===== config.mk =====
export PLATFORM = sky130hd
export DESIGN_NAME = cfg_serial_loader
export DESIGN_NICKNAME = d
export VERILOG_FILES = /design/src/rtl/cfg_loader_pkg.sv /design/src/rtl/cfg_ser_chan.sv /design/src/rtl/cfg_serial_loader.sv
export SDC_FILE = /design/constraint.sdc
export NUM_CORES = 1
export LEC_CHECK = 0
export ABC_CLOCK_PERIOD_IN_PS = 1600
export CAP_MARGIN = 20
export CORE_UTILIZATION = 50
export CTS_CLUSTER_DIAMETER = 150
export DETAILED_ROUTE_END_ITERATION = 16
export PLACE_DENSITY = 0.84
export SETUP_SLACK_MARGIN = 0.05
export SYNTH_ARGS = -nofsm -noshare
export SYNTH_HDL_FRONTEND = slang
export SYNTH_SLANG_ARGS = --single-unit

===== constraint.sdc =====
create_clock -name clk -period 1.6 [get_ports clk]
set_input_delay 0.24 -clock clk [delete_from_list [all_inputs] [get_ports clk]]
set_output_delay 0.24 -clock clk [all_outputs]
set_load 0.01 [all_outputs]

===== src/rtl/cfg_loader_pkg.sv =====
// Shared definitions for the serial configuration loader.
// Holds the per-channel FSM state type and the default build constants
// used by cfg_ser_chan and cfg_serial_loader.
package cfg_loader_pkg;

  // Per-channel frame reception states.
  typedef enum logic [1:0] {
    IDLE   = 2'd0,
    SHIFT  = 2'd1,
    PARITY = 2'd2,
    LOCKED = 2'd3
  } chan_state_t;

  localparam int DEF_NCH     = 4;
  localparam int DEF_W       = 8;
  localparam int DEF_PAR_EN  = 1;
  localparam int DEF_PAR_ODD = 0;

endpackage : cfg_loader_pkg


===== src/rtl/cfg_ser_chan.sv =====
// One serial configuration channel.
// Waits for a start bit, shifts in a W-bit payload MSB first, optionally
// checks one parity bit, then latches the word and locks until re-armed.
// Ports:
//   clk      - rising-edge clock
//   rst      - synchronous active-low reset
//   ser_i    - serial data line (idle low)
//   rearm_i  - single-cycle request to return to IDLE
//   cfg_o    - last successfully loaded word
//   done_o   - a valid, parity-checked word is held
//   perr_o   - last frame failed the parity check
module cfg_ser_chan
  import cfg_loader_pkg::*;
#(
  parameter int W       = DEF_W,
  parameter int PAR_EN  = DEF_PAR_EN,
  parameter int PAR_ODD = DEF_PAR_ODD
) (
  input  logic         clk,
  input  logic         rst,
  input  logic         ser_i,
  input  logic         rearm_i,
  output logic [W-1:0] cfg_o,
  output logic         done_o,
  output logic         perr_o
);

  localparam int CW = (W > 1) ? $clog2(W) : 1;
  localparam logic [CW-1:0] LAST_BIT = CW'(W - 1);

  chan_state_t   state_q, state_d;
  logic [CW-1:0] cnt_q, cnt_d;
  logic [W-1:0]  work_q, work_d;
  logic [W-1:0]  cfg_q, cfg_d;
  logic          done_q, done_d;
  logic          perr_q, perr_d;

  logic [W-1:0]  shifted;
  logic          par_pass;

  assign shifted  = {work_q[W-2:0], ser_i};
  // XOR over payload and parity bit must match the selected parity sense.
  assign par_pass = ((^work_q) ^ ser_i) == (PAR_ODD != 0);

  // Next-state and next-output logic. Re-arm overrides everything the
  // current state would otherwise do, including a frame completion.
  always_comb begin
    state_d = state_q;
    cnt_d   = cnt_q;
    work_d  = work_q;
    cfg_d   = cfg_q;
    done_d  = done_q;
    perr_d  = perr_q;

    if (rearm_i) begin
      state_d = IDLE;
      cnt_d   = '0;
      done_d  = 1'b0;
      perr_d  = 1'b0;
    end else begin
      case (state_q)
        IDLE: begin
          if (ser_i) begin
            state_d = SHIFT;
            cnt_d   = '0;
          end
        end
        SHIFT: begin
          work_d = shifted;
          cnt_d  = cnt_q + CW'(1);
          if (cnt_q == LAST_BIT) begin
            if (PAR_EN != 0) begin
              state_d = PARITY;
            end else begin
              state_d = LOCKED;
              cfg_d   = shifted;
              done_d  = 1'b1;
              perr_d  = 1'b0;
            end
          end
        end
        PARITY: begin
          if (par_pass) begin
            state_d = LOCKED;
            cfg_d   = work_q;
            done_d  = 1'b1;
            perr_d  = 1'b0;
          end else begin
            // A failed frame leaves the old word in place and lets the
            // sender retry without needing a re-arm.
            state_d = IDLE;
            done_d  = 1'b0;
            perr_d  = 1'b1;
          end
        end
        LOCKED: begin
          state_d = LOCKED;
        end
        default: begin
          state_d = IDLE;
        end
      endcase
    end
  end

  // State and datapath registers with synchronous active-low reset.
  always_ff @(posedge clk) begin
    if (!rst) begin
      state_q <= IDLE;
      cnt_q   <= '0;
      work_q  <= '0;
      cfg_q   <= '0;
      done_q  <= 1'b0;
      perr_q  <= 1'b0;
    end else begin
      state_q <= state_d;
      cnt_q   <= cnt_d;
      work_q  <= work_d;
      cfg_q   <= cfg_d;
      done_q  <= done_d;
      perr_q  <= perr_d;
    end
  end

  assign cfg_o  = cfg_q;
  assign done_o = done_q;
  assign perr_o = perr_q;

endmodule : cfg_ser_chan


===== src/rtl/cfg_serial_loader.sv =====
// Multi-channel serial configuration loader.
// Instantiates NCH independent cfg_ser_chan receivers and packs their words.
// Ports:
//   clk        - rising-edge clock
//   rst        - synchronous active-low reset
//   ser_i      - serial data line per channel
//   rearm_i    - per-channel re-arm request
//   cfg_o      - packed words, channel c at [c*W +: W]
//   done_o     - per-channel word-valid flags
//   perr_o     - per-channel parity-error flags
//   all_done_o - every channel holds a valid word
module cfg_serial_loader
  import cfg_loader_pkg::*;
#(
  parameter int NCH     = DEF_NCH,
  parameter int W       = DEF_W,
  parameter int PAR_EN  = DEF_PAR_EN,
  parameter int PAR_ODD = DEF_PAR_ODD
) (
  input  logic             clk,
  input  logic             rst,
  input  logic [NCH-1:0]   ser_i,
  input  logic [NCH-1:0]   rearm_i,
  output logic [NCH*W-1:0] cfg_o,
  output logic [NCH-1:0]   done_o,
  output logic [NCH-1:0]   perr_o,
  output logic             all_done_o
);

  for (genvar c = 0; c < NCH; c++) begin : g_chan
    cfg_ser_chan #(
      .W       (W),
      .PAR_EN  (PAR_EN),
      .PAR_ODD (PAR_ODD)
    ) u_chan (
      .clk     (clk),
      .rst     (rst),
      .ser_i   (ser_i[c]),
      .rearm_i (rearm_i[c]),
      .cfg_o   (cfg_o[c*W +: W]),
      .done_o  (done_o[c]),
      .perr_o  (perr_o[c])
    );
  end

  assign all_done_o = &done_o;

endmodule : cfg_serial_loader


==> impl_metrics.py <==
metrics = {
    "floorplan": {
        "coreArea_um2": 8180,
        "fp-row-count": 33,
        "fp.dieArea_um2": 8770,
        "die_x_um": 93.6,
        "ios": 51,
        "die_y_um": 93.6,
        "start_util_pct": 51.4,
    },
    "drt": {
        "wl_per_cell_um": 13.1,
        "routed_wl_mm": 8.27,
        "drc": 0,
        "drtIter0Drc": 92,
        "ant_nets": 0,
        "vias": 3174,
        "viasPerCell": 5.02,
        "first_pass_iters": 4,
    },
    "synthesis": {
        "synth-seq-cells": 92,
        "yosysWarnings": 0,
        "synth_top_area_share_pct": 43.9,
        "yosys.area.top_type": "dfxtp_1",
        "syn_area_per_cell_um2": 10.0,
        "synth_edf_count": 0,
        "synthTopCellsByArea": "dfxtp_1 44%, mux2i_1 15%, nor2b_1 6.1%",
        "async_flop_share_pct": 0,
        "netlist_area_um2": 4200,
        "synthFlopType": "dfxtp_1",
        "synth_nets": 436,
        "seq_area_frac_synth_pct": 43.9,
        "synth.distinct_cells": 33,
        "postSynthCellCount": 418,
    },
    "final_layout": {
        "fill_cells": 622,
        "stdcell_count": 632,
        "regArea_um2": 1880,
        "final_core_util_pct": 68.2,
        "fin_nets": 541,
        "drive_gt1_share_pct": 23.7,
        "multi_input_area_um2": 2350,
        "antenna_cells": 0,
        "area_growth_pct": 32.7,
    },
    "power": {
        "clkPwrFrac_pct": 37.1,
        "p_comb_share_pct": 6.7,
        "internal-power_mw": 3.18,
        "power_mw": 4.09,
        "p_sw_share_pct": 22.2,
        "ir_drop_mv": 0.438,
        "p_switching_mw": 0.907,
        "p_seq_share_pct": 56.2,
        "cellPowerDensity_nw_per_um2": 734,
        "p_leak_nw": 2.04,
    },
    "critical_path": {
        "path_max_fanout": 8,
        "r2r-start": "g_chan[1].u_chan.work_q[6]$_SDFFE_PN0P_",
        "r2r_slack_ns": -0.12,
        "startpoint_type": "register",
        "arrival_ns": 2.00,
        "end_kind": "register",
        "ff2ff_path_depth": 5,
        "worstSetupStartpoint": "g_chan[1].u_chan.work_q[6]$_SDFFE_PN0P_",
        "critPathKind": "register to register",
        "worstPathRequired_ns": 1.88,
        "crit_slowest_cell": "xnor3_1",
        "timing.rr.end": "g_chan[1].u_chan.cfg_o[0]$_SDFFE_PN0P_",
        "cpPeakStageDelay_ns": 0.42,
        "crit_chain": "xnor3_1 -> or3_4 -> mux2i_4 -> buf_12 -> mux2i_1",
        "crit_path_end": "g_chan[1].u_chan.cfg_o[0]$_SDFFE_PN0P_",
    },
    "clock_network": {
        "cts_buffer_depth": 2,
        "clock_sinks": 92,
        "cts_root_buffer": "clkbuf_8",
        "insertion_delay_ns": 0.35,
        "h-tree-depth": 3,
        "path_clk_slew_ns": 0.09,
        "cts_tree": "yes",
        "cts_buffers": 9,
    },
    "place": {
        "dp_hpwl_mm": 5.88,
        "portBuffers": 50,
        "gp_congestion": 0.826,
        "dp_slack_ns": -0.445,
        "dp_cells": 611,
    },
    "global_route": {
        "antenna_found_initial": 0,
        "track_usage_pct": 19.9,
        "grt_pass1_wl_mm": 13.6,
        "grt.overflow.total": 0,
        "grt_pass1_vias": 3015,
        "grt_max_degree": 41,
    },
    "outcome": {
        "status": "complete, but fails checks",
        "violations": "negative setup slack",
    },
    "timing": {
        "worst_pin_slew_ns": 0.371,
        "worst_slack_ns": -0.122,
        "hold_violations": 0,
        "fmax_mhz": 581,
        "rsz0062_at_grt": "yes",
        "min_period_ns": 1.72,
        "slew_viol_final": 0,
        "timing.hold.ws_ns": 0.333,
        "slew_headroom_pct": 75.2,
        "setup_viol": 33,
        "timing.final.crit_share_pct": 108,
        "skew_ns": 0.0105,
    },
    "hold_path": {
        "min_path_type": "primary input to register",
    },
    "run": {
        "maxCapViolCount": 0,
    },
}
-- repair_timing --
item,4_1_cts,5_1_grt
buffers inserted,5,1
resized for setup,30,15
endpoints found under the setup margin,51,42
hold buffers,0,0
pin swaps,14,12
-- critical path: cells and delay by family (launching register included) --
family | cells | cell delay, ns
XOR/XNOR | 1 | 0.42
multiplexers | 2 | 0.38
AND/OR/NAND/NOR | 1 | 0.36
flip-flops | 1 | 0.34
buffers and inverters | 1 | 0.16
-- metrics by stage --
stage | TNS (ns) | instance area, um2
after floorplan | -3.28 | 4210
after global placement | -15.00 | 5180
after detailed placement | -16.00 | 5180
after CTS | -2.39 | 5500
after global routing | -4.50 | 5570
final | -2.36 | 5570
-- power by group through the flow --
stage	combinational [mW]	clock [mW]	sequential (mW)
detailed placement	0.252	0	2.36
floorplan	0.158	0	2.36
finish	0.276	1.52	2.30
global placement	0.246	0	2.36
CTS	0.265	1.54	2.30
global route	0.298	1.66	2.30
-- Yosys cell counts, types with 4 or more instances --
master	n
dlygate4sd1_1	4
ha_1	8
xnor3_1	8
dfxtp_1	92
xnor2_1	8
nand2_1	66
clkbuf_1	5
nor2b_1	41
nand2b_1	11
xor2_1	8
mux2i_4	4
mux2i_1	64
a31o_2	4
buf_4	8
nand3b_1	4
and3_1	4
a21oi_1	16
o21ai_0	10
nor2_1	24
a22oi_1	8
-- cell families after synthesis --
family / share of synthesized area [%]
xor gates and xnor gates: 7.63
adders and majority gates: 2.38
buffers and inverters: 3.25
muxes: 17.4
AOI/OAI and AO/OA: 6.67
DFF: 43.9
and+or+nand+nor: 18.8
-- worst min path at each step --
stage,startpoint,end,cells past startpoint
2_1_floorplan,ser_i[0],g_chan[0].u_chan.work_q[0]$_SDFFE_PN0P_,2
3_5_place_dp,g_chan[2].u_chan.cfg_o[1]$_SDFFE_PN0P_,g_chan[2].u_chan.cfg_o[1]$_SDFFE_PN0P_,2
6_report,rst,g_chan[1].u_chan.work_q[6]$_SDFFE_PN0P_,2
4_1_cts,rst,g_chan[1].u_chan.work_q[6]$_SDFFE_PN0P_,2
3_3_place_gp,g_chan[0].u_chan.cfg_o[0]$_SDFFE_PN0P_,g_chan[0].u_chan.cfg_o[0]$_SDFFE_PN0P_,2
5_1_grt,rst,g_chan[1].u_chan.work_q[2]$_SDFFE_PN0P_,2
-- layout make-up --
class	instances	share of cell area, %
clock buffer	13	2.67
clock inverter	2	0.629
inverter	2	0.135
multi-input combinational	305	42.3
sequential	92	33.7
tap	105	2.36
timing repair buffer	113	18.3
-- flip-flops by register name, indices dropped and copies added, names as in the netlist --
signal,flops
g_chan.u_chan.cfg_o,32
g_chan.u_chan.work_q,32
g_chan.u_chan.cnt_q,12
g_chan.u_chan.state_q,8
g_chan.u_chan.done_o,4
g_chan.u_chan.perr_o,4
-- layout by cell type, fill, tap and decap left out, drive strengths merged, types with 8 or more instances in the layout --
cell           synthesis  routed
clkbuf                 5      13
nor2b                 41      41
dfxtp                 92      92
nand2b                11      11
xnor2                  8       8
nor2                  24      24
nand2                 66      66
a22oi                  8       8
a21oi                 16      16
mux2i                 68      68
buf                   10      64
clkdlybuf4s50          0      47
xor2                   8       8
xnor3                  8       8
o21ai                 10      10
ha                     8       8
-- layer usage --
metal	vias up	part of all wire, %	global-route usage, %
li1	1625	-	-
met1	1479	47	24.8
met2	60	49	34.6
met3	10	3.1	3.25
met4	0	1.3	6.92
met5	-	0	0
No activity file was read; power rests on OpenSTA's default activity.
